==> config.mk <==
export PLATFORM = sky130hd
export DESIGN_NAME = image_io_ctrl_flat
export DESIGN_NICKNAME = d
export VERILOG_FILES = /design/src/rtl/img_pkg.sv /design/src/rtl/image_io_ctrl_if.sv /design/src/rtl/image_io_ctrl.sv /design/src/flat_wrapper.sv
export SDC_FILE = /design/constraint.sdc
export NUM_CORES = 1
export LEC_CHECK = 0
export ABC_CLOCK_PERIOD_IN_PS = 2400
export CAP_MARGIN = 30
export CORE_MARGIN = 2
export CORE_UTILIZATION = 39
export CTS_BUF_LIST = sky130_fd_sc_hd__clkbuf_2
export CTS_CLUSTER_DIAMETER = 150
export DETAILED_ROUTE_END_ITERATION = 6
export PLACE_DENSITY_LB_ADDON = 0.25
export SKIP_LAST_GASP = 1
export SYNTH_ARGS = -nofsm -noshare
export SYNTH_HDL_FRONTEND = slang
export SYNTH_SLANG_ARGS = --single-unit
export TNS_END_PERCENT = 20
==> constraint.sdc <==
create_clock -name clk -period 2.4 [get_ports clk]
set_clock_uncertainty 0.2 [all_clocks]
set_input_delay 0.48 -clock clk [delete_from_list [all_inputs] [get_ports clk]]
set_output_delay 0.48 -clock clk [all_outputs]
set_load 0.01 [all_outputs]
==> src/rtl/img_pkg.sv <==
// img_pkg: shared state type and frame geometry defaults for the image downsampling system
package img_pkg;
  typedef enum logic [2:0] {LOAD, START, RUN, RD_REQ, RD_WAIT, SEND, DONE} io_state_t;
  localparam int ADDR_W = 19;
  localparam int DEF_IMG_BYTES = 65536;
  localparam int DEF_RESULT_BASE = 65536;
  localparam int DEF_RESULT_BYTES = 16384;
endpackage

==> src/rtl/image_io_ctrl_if.sv <==
// image_io_ctrl_if: pixel streams, data-memory port and processor handshake of the host controller
interface image_io_ctrl_if #(parameter int ADDR_W = img_pkg::ADDR_W);
  logic              in_valid;
  logic [7:0]        in_data;
  logic              in_ready;
  logic              out_valid;
  logic [7:0]        out_data;
  logic              out_ready;
  logic [ADDR_W-1:0] mem_addr;
  logic              mem_wr_en;
  logic [7:0]        mem_wr_data;
  logic [7:0]        mem_rd_data;
  logic              mem_owner;
  logic              processor_start;
  logic              proc_status;
  logic              frame_done;
  modport master (
    output in_valid, in_data, out_ready, mem_rd_data, proc_status,
    input  in_ready, out_valid, out_data, mem_addr, mem_wr_en, mem_wr_data, mem_owner, processor_start, frame_done
  );
  modport slave (
    input  in_valid, in_data, out_ready, mem_rd_data, proc_status,
    output in_ready, out_valid, out_data, mem_addr, mem_wr_en, mem_wr_data, mem_owner, processor_start, frame_done
  );
endinterface

==> src/rtl/image_io_ctrl.sv <==
// image_io_ctrl: loads an image into data memory, starts the processor and streams the result back
module image_io_ctrl #(
  parameter int ADDR_W = img_pkg::ADDR_W,
  parameter int IMG_BYTES = img_pkg::DEF_IMG_BYTES,
  parameter int RESULT_BASE = img_pkg::DEF_RESULT_BASE,
  parameter int RESULT_BYTES = img_pkg::DEF_RESULT_BYTES
) (
  input logic clk,
  input logic RST,
  image_io_ctrl_if.slave io
);
  import img_pkg::*;
  if (RESULT_BASE + RESULT_BYTES > (1 << ADDR_W)) begin : g_range_chk
    $error("result region does not fit in the data-memory address space");
  end
  io_state_t         state;
  logic [ADDR_W-1:0] load_cnt;
  logic [ADDR_W-1:0] rd_cnt;
  logic              status_q;
  logic [7:0]        out_q;
  logic              load_last;
  logic              rd_last;
  logic              rd_phase;
  assign load_last = load_cnt == ADDR_W'(IMG_BYTES - 1);
  assign rd_last = rd_cnt == ADDR_W'(RESULT_BYTES - 1);
  assign rd_phase = state inside {RD_REQ, RD_WAIT, SEND};
  assign io.in_ready = state == LOAD;
  assign io.mem_wr_en = (state == LOAD) & io.in_valid;
  assign io.mem_wr_data = io.mem_wr_en ? io.in_data : 8'h00;
  assign io.mem_addr = rd_phase ? ADDR_W'(RESULT_BASE) + rd_cnt : load_cnt;
  assign io.mem_owner = state inside {START, RUN};
  assign io.processor_start = state == START;
  assign io.out_valid = state == SEND;
  assign io.out_data = out_q;
  assign io.frame_done = state == DONE;
  // frame sequencing: load, start, wait for a fresh completion edge, then byte-wise readback
  always_ff @(posedge clk) begin
    if (RST) begin
      state <= LOAD;
      load_cnt <= '0;
      rd_cnt <= '0;
      status_q <= 1'b0;
      out_q <= 8'h00;
    end else begin
      status_q <= io.proc_status;
      case (state)
        LOAD: if (io.in_valid) begin
          load_cnt <= load_last ? '0 : load_cnt + 1'b1;
          if (load_last) state <= START;
        end
        START: state <= RUN;
        RUN: if (io.proc_status & ~status_q) state <= RD_REQ;
        RD_REQ: state <= RD_WAIT;
        RD_WAIT: begin
          out_q <= io.mem_rd_data;
          state <= SEND;
        end
        SEND: if (io.out_ready) begin
          rd_cnt <= rd_last ? '0 : rd_cnt + 1'b1;
          state <= rd_last ? DONE : RD_REQ;
        end
        DONE: state <= LOAD;
        default: state <= LOAD;
      endcase
    end
  end
endmodule
==> src/flat_wrapper.sv <==
// flat-port wrapper written by rule: the top's interface ports become plain ports
module image_io_ctrl_flat import img_pkg::*;
#(
  parameter int ADDR_W = img_pkg::ADDR_W,
  parameter int IMG_BYTES = img_pkg::DEF_IMG_BYTES,
  parameter int RESULT_BASE = img_pkg::DEF_RESULT_BASE,
  parameter int RESULT_BYTES = img_pkg::DEF_RESULT_BYTES
)
  (clk, RST, io_in_valid, io_in_data, io_out_ready, io_mem_rd_data, io_proc_status, io_in_ready, io_out_valid, io_out_data, io_mem_addr, io_mem_wr_en, io_mem_wr_data, io_mem_owner, io_processor_start, io_frame_done);
  image_io_ctrl_if #(.ADDR_W(ADDR_W)) io_i ();
  input logic clk;
  input logic RST;
  input wire logic [$bits(io_i.in_valid)-1:0] io_in_valid;
  input wire logic [$bits(io_i.in_data)-1:0] io_in_data;
  input wire logic [$bits(io_i.out_ready)-1:0] io_out_ready;
  input wire logic [$bits(io_i.mem_rd_data)-1:0] io_mem_rd_data;
  input wire logic [$bits(io_i.proc_status)-1:0] io_proc_status;
  output wire logic [$bits(io_i.in_ready)-1:0] io_in_ready;
  output wire logic [$bits(io_i.out_valid)-1:0] io_out_valid;
  output wire logic [$bits(io_i.out_data)-1:0] io_out_data;
  output wire logic [$bits(io_i.mem_addr)-1:0] io_mem_addr;
  output wire logic [$bits(io_i.mem_wr_en)-1:0] io_mem_wr_en;
  output wire logic [$bits(io_i.mem_wr_data)-1:0] io_mem_wr_data;
  output wire logic [$bits(io_i.mem_owner)-1:0] io_mem_owner;
  output wire logic [$bits(io_i.processor_start)-1:0] io_processor_start;
  output wire logic [$bits(io_i.frame_done)-1:0] io_frame_done;
  assign io_i.in_valid = io_in_valid;
  assign io_i.in_data = io_in_data;
  assign io_i.out_ready = io_out_ready;
  assign io_i.mem_rd_data = io_mem_rd_data;
  assign io_i.proc_status = io_proc_status;
  assign io_in_ready = io_i.in_ready;
  assign io_out_valid = io_i.out_valid;
  assign io_out_data = io_i.out_data;
  assign io_mem_addr = io_i.mem_addr;
  assign io_mem_wr_en = io_i.mem_wr_en;
  assign io_mem_wr_data = io_i.mem_wr_data;
  assign io_mem_owner = io_i.mem_owner;
  assign io_processor_start = io_i.processor_start;
  assign io_frame_done = io_i.frame_done;
  image_io_ctrl #(.ADDR_W(ADDR_W), .IMG_BYTES(IMG_BYTES), .RESULT_BASE(RESULT_BASE), .RESULT_BYTES(RESULT_BYTES)) u_core (.clk(clk), .RST(RST), .io(io_i));
endmodule
; ---- Yosys cells after proc, flatten, opt, wreduce, memory -nomap -nowiden
; Index checks and enable logic that the tools add are counted.
[classes]
n_eq_ne = 12
bitwise_logic = 3
reduce_logical = 6
n_addsub = 3
mux = 10
[op_table]
columns = op, count
row1 = 2-to-1 mux 19 bit, 3
row2 = "adder 19 x 1 -> 19 bit, second input constant", 2
row3 = "adder 17 x 19 -> 19 bit, first input constant", 1
row4 = "== test 19 x 14 -> 1 bit, second input constant", 1
row5 = "== test 19 x 16 -> 1 bit, second input constant", 1
row6 = case mux 3 bit (6 select lines), 1
row7 = 2-to-1 mux 3 bit, 5
row8 = "== test 3 bit, second input constant", 3
row9 = 2-to-1 mux 8 bit, 1
row10 = "== test 3 x 2 -> 1 bit, second input constant", 2
row11 = "!= test 2 bit, second input constant", 3
row12 = AND reduction 2 bit, 2
row13 = AND reduction 4 bit, 1
row14 = "== test 3 x 1 -> 1 bit, second input constant", 1
row15 = zero test 3 bit, 1
row16 = nonzero test 3 bit, 1
row17 = AND 1 bit, 2
row18 = "!= test 2 x 1 -> 1 bit, second input constant", 1
row19 = nonzero test 2 bit, 1
row20 = inverter 1 bit, 1
[totals]
elab_cells = 39
ff_bits = 50
output_inout_bits = 41

; ---- Depth between registers and ports, before layout
; Gate-level depths: netlist of run 1.
[logic_depth]
word_depth = 4
mapped_depth = 7
ltp_nobuf = 6

; ---- Worst setup path before layout of run 1
; OpenSTA, ideal clock, no wires.
[synth_path]
path_type = input to register
from = input io_in_valid
to = register u_core.load_cnt[18]
cell_stages = 6
required_ps = 2129
path_slack_ps = 2
setup_ps = 71
path_buffers = 2
t_arrival_ps = 2128
path_cell_list = or4b_1 -> clkbuf_1 -> or3_1 -> clkbuf_1 -> or4_1 -> a21oi_1
[synth_between]
elab_chain_len = 1
[synth_rtl]
columns = element, line
row1 = "start, declared", flat_wrapper.sv:13  ; input wire logic [$bits(io_i.in_valid)-1:0] io_in_valid;
row2 = AND reduction 2 bit (no line), -
row3 = "end signal, assigned", image_io_ctrl.sv:48  ; load_cnt <= load_last ? '0 : load_cnt + 1'b1;
row4 = "end, declared", image_io_ctrl.sv:17  ; logic [ADDR_W-1:0] load_cnt;
; Every way passes these cells.
; A chain may end at the register's enable or synchronous reset.

; ---- Final worst setup path of run 1
[layout_path]
from = register u_core.state[1]
to = output io_mem_addr[16]
[layout_between]
elab_chain_len = 3
[layout_rtl]
columns = element, line
row1 = "start, declared", image_io_ctrl.sv:16  ; io_state_t state;
row2 = "start signal, assigned", image_io_ctrl.sv:60  ; state <= rd_last ? DONE : RD_REQ;
row3 = == test 3 x 2 -> 1 bit / == test 3 bit (equally long branches), image_io_ctrl.sv:26  ; assign rd_phase = state inside {RD_REQ, RD_WAIT, SEND};
row4 = nonzero test 3 bit *, image_io_ctrl.sv:26
row5 = 2-to-1 mux 19 bit *, image_io_ctrl.sv:30  ; assign io.mem_addr = rd_phase ? ADDR_W'(RESULT_BASE) + rd_cnt : load_cnt;
row6 = "end, declared", flat_wrapper.sv:21  ; output wire logic [$bits(io_i.mem_addr)-1:0] io_mem_addr;
; Mark *: on every way between the ends. The rest lies on a longest branch, timed or not.

==> impl_metrics.json, run 1 <==
{
  "min_to": "u_core.io.out_data[2]",
  "final_cell_mix": "dfxtp_1 (47), nand2_1 (40), a21oi_1 (31)",
  "cts_sinks": 50,
  "pwr_density_cell_nw_per_um2": 374,
  "place_ws_ps": -715,
  "crit_fanout": 6,
  "grt_pass1_wl_mm": 12.5,
  "port_buffers": 61,
  "die_w_um": 86.6,
  "timing.final.crit_period_ps": 2630,
  "synth_area_um2": 2660,
  "ios": 62,
  "ir_drop_v": 0.000191,
  "reg2reg_from": "u_core.state[1]",
  "wl_per_cell_um": 14.9,
  "synth-seq-cells": 50,
  "dieArea_um2": 7510,
  "vias": 2749,
  "violations": "negative setup slack",
  "routed_wl_mm": 7.52,
  "grt-ovfl-total": 0,
  "drt_iter0_drc": 126,
  "start_util_pct": 39.6,
  "antenna_found_initial": 0,
  "drc": 0,
  "area_growth_pct": 40.4,
  "cts_buffer_depth": 2,
  "cts_tree": "built",
  "htreeDepth": 2,
  "postLayoutCoreUtil_pct": 55.7,
  "gp_congestion": 0.821,
  "avgSynthCellArea_um2": 8.00,
  "crit_path_end_kind": "primary output",
  "track_usage_pct": 20.7,
  "whs_ps": 271,
  "p_leak_nw": 1.37,
  "critical_path_class": "flip-flop to primary output",
  "drv_cap": 0,
  "crit_arrival_ps": 1950,
  "yosys_warnings": 0,
  "hp-class": "flip-flop to flip-flop",
  "grt_pass1_vias": 2587,
  "worstSetupStartpointType": "flip-flop",
  "rrSetupSlack_ps": -170,
  "insertion_delay_ps": 450,
  "finalSetupTns_ps": -6390,
  "fin_ws_ps": -230,
  "die_y_um": 86.6,
  "drive_gt1_share_pct": 22.7,
  "yosysSeqAreaShare_pct": 37.6,
  "min_from": "u_core.io.out_data[2]",
  "finalNetCount": 448,
  "relSlewSlack_pct": 72.6,
  "r2r_end": "u_core.load_cnt[15]",
  "drt-vias-per-instance": 5.47,
  "ctsHoldBuffers": 0,
  "period_share_pct": 110,
  "numCtsBuffers": 5,
  "required_ps": 1720,
  "dp_hpwl_mm": 5.19,
  "max_freq_mhz": 380,
  "synth_cells": 333,
  "drtAntennaViolNets": 0,
  "drt_first_pass_iters": 6,
  "layout_commonest_cell": "dfxtp_1",
  "rows": 30,
  "grt_start_max_net_pins": 20,
  "cts-root-buf": "clkbuf_2",
  "whs_path_depth": 2,
  "core_um2": 6720,
  "status": "finished, violations left",
  "diodes": 0,
  "reg2reg_depth": 7,
  "setup_viol": 38,
  "rsz0062_at_grt": "true",
  "startpoint": "u_core.state[1]",
  "tightestPinTransition_ps": 406,
  "ys_types": 37,
  "fillCellCount": 603,
  "final_max_slew_viol_count": 0,
  "hold_viol_final": 0,
  "clk_pin_slew_ps": 240,
  "syn_nets": 358
}
-- cell usage after synthesis --
cell,instances,area share (%)
or4b_1,3,1.1
o21ai_1,2,0.38
a41oi_1,1,0.33
and2_1,10,2.3
nand2_1,40,5.6
a31oi_1,1,0.24
nand4_1,12,2.8
nor4b_1,1,0.33
a21oi_1,32,6.0
nor2b_1,2,0.47
clkbuf_1,15,2.1
nand4b_1,2,0.66
nand3_1,8,1.5
or3b_1,2,0.66
and4b_1,1,0.38
or4_1,5,1.4
and3_1,1,0.24
o31ai_1,8,2.3
o211ai_1,2,0.56
a211oi_1,1,0.28
o31a_1,1,0.33
mux2_2,15,6.3
buf_1,2,0.28
xnor2_1,17,5.6
or3_1,8,1.9
and4_1,4,1.3
nand3b_1,1,0.28
nor4_1,10,2.3
or2_2,1,0.24
ha_1,4,1.9
o41ai_1,1,0.33
xor2_1,5,1.6
nor3_1,12,2.3
dfxtp_1,50,38
nor2_1,29,4.1
o21ai_0,11,2.1
inv_1,13,1.8
-- final cells by class --
cell class              count  area [um^2]  share of cell area (%)
clock buffers               5         25.0                   0.669
clock inverters             2         33.8                   0.903
inverters                  13         51.3                    1.37
multi-input cells         253         1600                    42.7
flip-flops and latches     50         1010                    26.9
well taps                  80          100                    2.68
repair buffers             99          917                    24.5
repair inverters            1         7.51                   0.201
-- flip-flops by register name, summed over array words and instances, names as in the netlist --
name / cells
u_core.load_cnt: 19
u_core.state: 3
u_core.rd_cnt: 19
u_core.status_q: 1
u_core.io.out_data: 8
-- power breakdown --
part | switching (W) | internal (W) | leakage (nW)
logic | 0.0000537 | 0.0000681 | 0.931
registers | 0.00000199 | 0.000836 | 0.405
clock network | 0.000272 | 0.000167 | 0.0365
-- routing by layer --
metal / vias up / routed length, um / GRT usage [%]
met2: 78 / 3580 / 35.4
met4: 0 / 63 / 4.26
met5: - / 0 / 0
met1: 1295 / 3530 / 27.5
met3: 6 / 344 / 3.71
li1: 1370 / - / -
-- kinds of logic after synthesis --
logic type / count (synthesis) / share of synthesized area [%]
compound gates: 60 / 12.8
xor+xnor: 22 / 7.23
fa+ha+maj: 4 / 1.88
buf+inv: 30 / 4.23
flops: 50 / 37.6
mux: 15 / 6.34
simple gates: 152 / 30.0
-- worst max-delay path, cell delays in order, from the launching register on --
cell,delay (ps)
dfxtp_2,380
buf_6,120
nand3b_1,150
o21ai_4,100
buf_12,140
bufbuf_16,260
a21oi_2,130
clkdlybuf4s15_2,230
-- stage by stage --
stage	area, um^2	power [W]	instances
after floorplan	2660	0.000895	333
final	3740	0.00140	503
after global routing	3740	0.00144	503
after detailed placement	3530	0.000974	484
after CTS	3730	0.00140	503
after global placement	3530	0.000972	484
-- worst max path at each step --
stage                                endpoint  slack [ps]  cells past startpoint
after floorplan           u_core.load_cnt[18]           2                      6
after global placement      io_mem_wr_data[6]        -650                      5
final                         io_mem_addr[16]        -230                      7
after detailed placement    io_mem_wr_data[0]        -710                      5
after CTS                     io_mem_addr[16]        -250                      7
after global routing        io_mem_wr_data[2]        -300                      6
-- timing repair --
action                                  4_1_cts  5_1_grt
pin swaps                                     5        1
endpoints found under the setup margin       40       42
resized for setup                           132       12
gates cloned                                  4        0
buffers inserted                              8        0
(Power assumes the default switching activity.)
==> run 2: changes to the inputs <==
REMOVE_ABC_BUFFERS = 1   (was not set)
==> run 2 against run 1 <==
Effect of this change:
- the run still ends with negative setup slack left
- critical path type unchanged
- power grew 1.5%
- largest power group unchanged
- critical endpoint is now io_mem_addr[11]
- flip-flop and latch count is the same
- non-clock buffer count grew 7
- clock power grew 4.5%
==> impl_metrics.json, run 2 (same netlist as run 1, synthesis figures left out) <==
{
  "timing.final.crit_period_ps": 2640,
  "rsz0062_at_grt": "true",
  "finalSetupTns_ps": -6760,
  "fin_ws_ps": -239,
  "ctsHoldBuffers": 0,
  "drt-vias-per-instance": 5.36,
  "insertion_delay_ps": 450,
  "grt_start_max_net_pins": 20,
  "reg2reg_from": "u_core.state[2]",
  "period_share_pct": 110,
  "die_y_um": 86.6,
  "ir_drop_v": 0.000202,
  "grt-ovfl-total": 0,
  "antenna_found_initial": 0,
  "gp_congestion": 0.825,
  "hold_viol_final": 0,
  "drtAntennaViolNets": 0,
  "vias": 2740,
  "r2r_end": "u_core.load_cnt[11]",
  "die_w_um": 86.6,
  "final_cell_mix": "dfxtp_1 (47), nand2_1 (39), buf_4 (38)",
  "grt_pass1_wl_mm": 12.9,
  "drt_first_pass_iters": 4,
  "rrSetupSlack_ps": -200,
  "startpoint": "u_core.state[2]",
  "setup_viol": 38,
  "whs_path_depth": 2,
  "routed_wl_mm": 7.75,
  "min_from": "u_core.io.out_data[4]",
  "diodes": 0,
  "cts-root-buf": "clkbuf_2",
  "worstSetupStartpointType": "flip-flop",
  "pwr_density_cell_nw_per_um2": 364,
  "critical_path_class": "flip-flop to primary output",
  "drv_cap": 0,
  "core_um2": 6720,
  "cts_buffer_depth": 2,
  "port_buffers": 61,
  "grt_pass1_vias": 2595,
  "layout_commonest_cell": "dfxtp_1",
  "required_ps": 1720,
  "dp_cells": 489,
  "tightestPinTransition_ps": 419,
  "relSlewSlack_pct": 71.8,
  "htreeDepth": 2,
  "dieArea_um2": 7510,
  "cts_sinks": 50,
  "final_max_slew_viol_count": 0,
  "start_util_pct": 39.6,
  "status": "finished, violations left",
  "finalNetCount": 455,
  "final-seq-area_um2": 1010,
  "p_leak_nw": 1.44,
  "track_usage_pct": 21.6,
  "max_freq_mhz": 379,
  "crit_end": "io_mem_addr[11]",
  "fillCellCount": 625,
  "dp_hpwl_mm": 5.35,
  "place_area_um2": 3570,
  "rows": 30,
  "violations": "negative setup slack",
  "drc": 0,
  "hp-class": "flip-flop to flip-flop",
  "reg2reg_depth": 6,
  "cts_tree": "built",
  "fin_cells": 511,
  "crit_fanout": 6,
  "crit_path_end_kind": "primary output",
  "total_power_w": 0.00142,
  "drt_iter0_drc": 207,
  "postLayoutCoreUtil_pct": 58.0,
  "clk_pin_slew_ps": 270,
  "ios": 62,
  "multiInputGateArea_um2": 1650,
  "area_growth_pct": 46.4,
  "drive_gt1_share_pct": 25.3,
  "crit_arrival_ps": 1960,
  "wl_per_cell_um": 15.2,
  "numCtsBuffers": 5,
  "postLayoutCellArea_um2": 3900
}
[run 2: worst min path at each step]
stage                                  endpoint
after detailed placement  u_core.io.out_data[4]
after global placement    u_core.io.out_data[3]
after CTS                 u_core.io.out_data[4]
after global routing      u_core.io.out_data[6]
final                     u_core.io.out_data[4]
after floorplan                u_core.rd_cnt[1]
[run 2: worst max-delay path, cell delays in order, from the launching register on]
cell	delay (ps)
dfxtp_4	420
nand3b_1	220
o21ai_4	130
buf_6	160
buf_12	130
mux2_4	320
buf_6	120
[run 2: final cells by class]
type / count / area share [%]
Timing Repair inverter: 1 / 0.192
Multi-Input combinational cell: 253 / 42.3
Sequential cell: 50 / 25.8
Tap cell: 80 / 2.57
Clock inverter: 3 / 1.15
Clock buffer: 5 / 0.642
Inverter: 13 / 1.32
Timing Repair Buffer: 106 / 26.1
[run 2: per-stage QoR]
stage / worst slack [ps] / hold WS (ps)
floorplan: -331 / 253
finish: -239 / 271
global placement: -616 / 243
detailed placement: -637 / 249
CTS: -224 / 277
global route: -306 / 287
[run 2: what timing repair did]
item                                    in CTS  in global routing
setup buffers                                8                  2
endpoints found under the setup margin      39                 55
pin swaps                                    8                  0
gates cloned                                 4                  0
gates resized for setup                    146                 17
[run 2: where the power goes]
| part | leakage, nW | switching (W) | internal (W) |
|---|---|---|---|
| sequential | 0.405 | 0.00000214 | 0.000836 |
| clock | 0.0352 | 0.000286 | 0.000174 |
| combinational | 0.996 | 0.0000524 | 0.0000693 |
| total | 1.44 | 0.000341 | 0.00108 |
[run 2: routing by layer]
layer | wire [um] | up-vias | GRT usage (%) | part of all wire [%]
met5 | 0 | - | 0 | 0
met2 | 3620 | 67 | 34.7 | 47
met4 | 76 | 0 | 5.40 | 0.98
met3 | 360 | 8 | 3.90 | 4.6
li1 | - | 1384 | - | -
met1 | 3700 | 1281 | 30.0 | 48
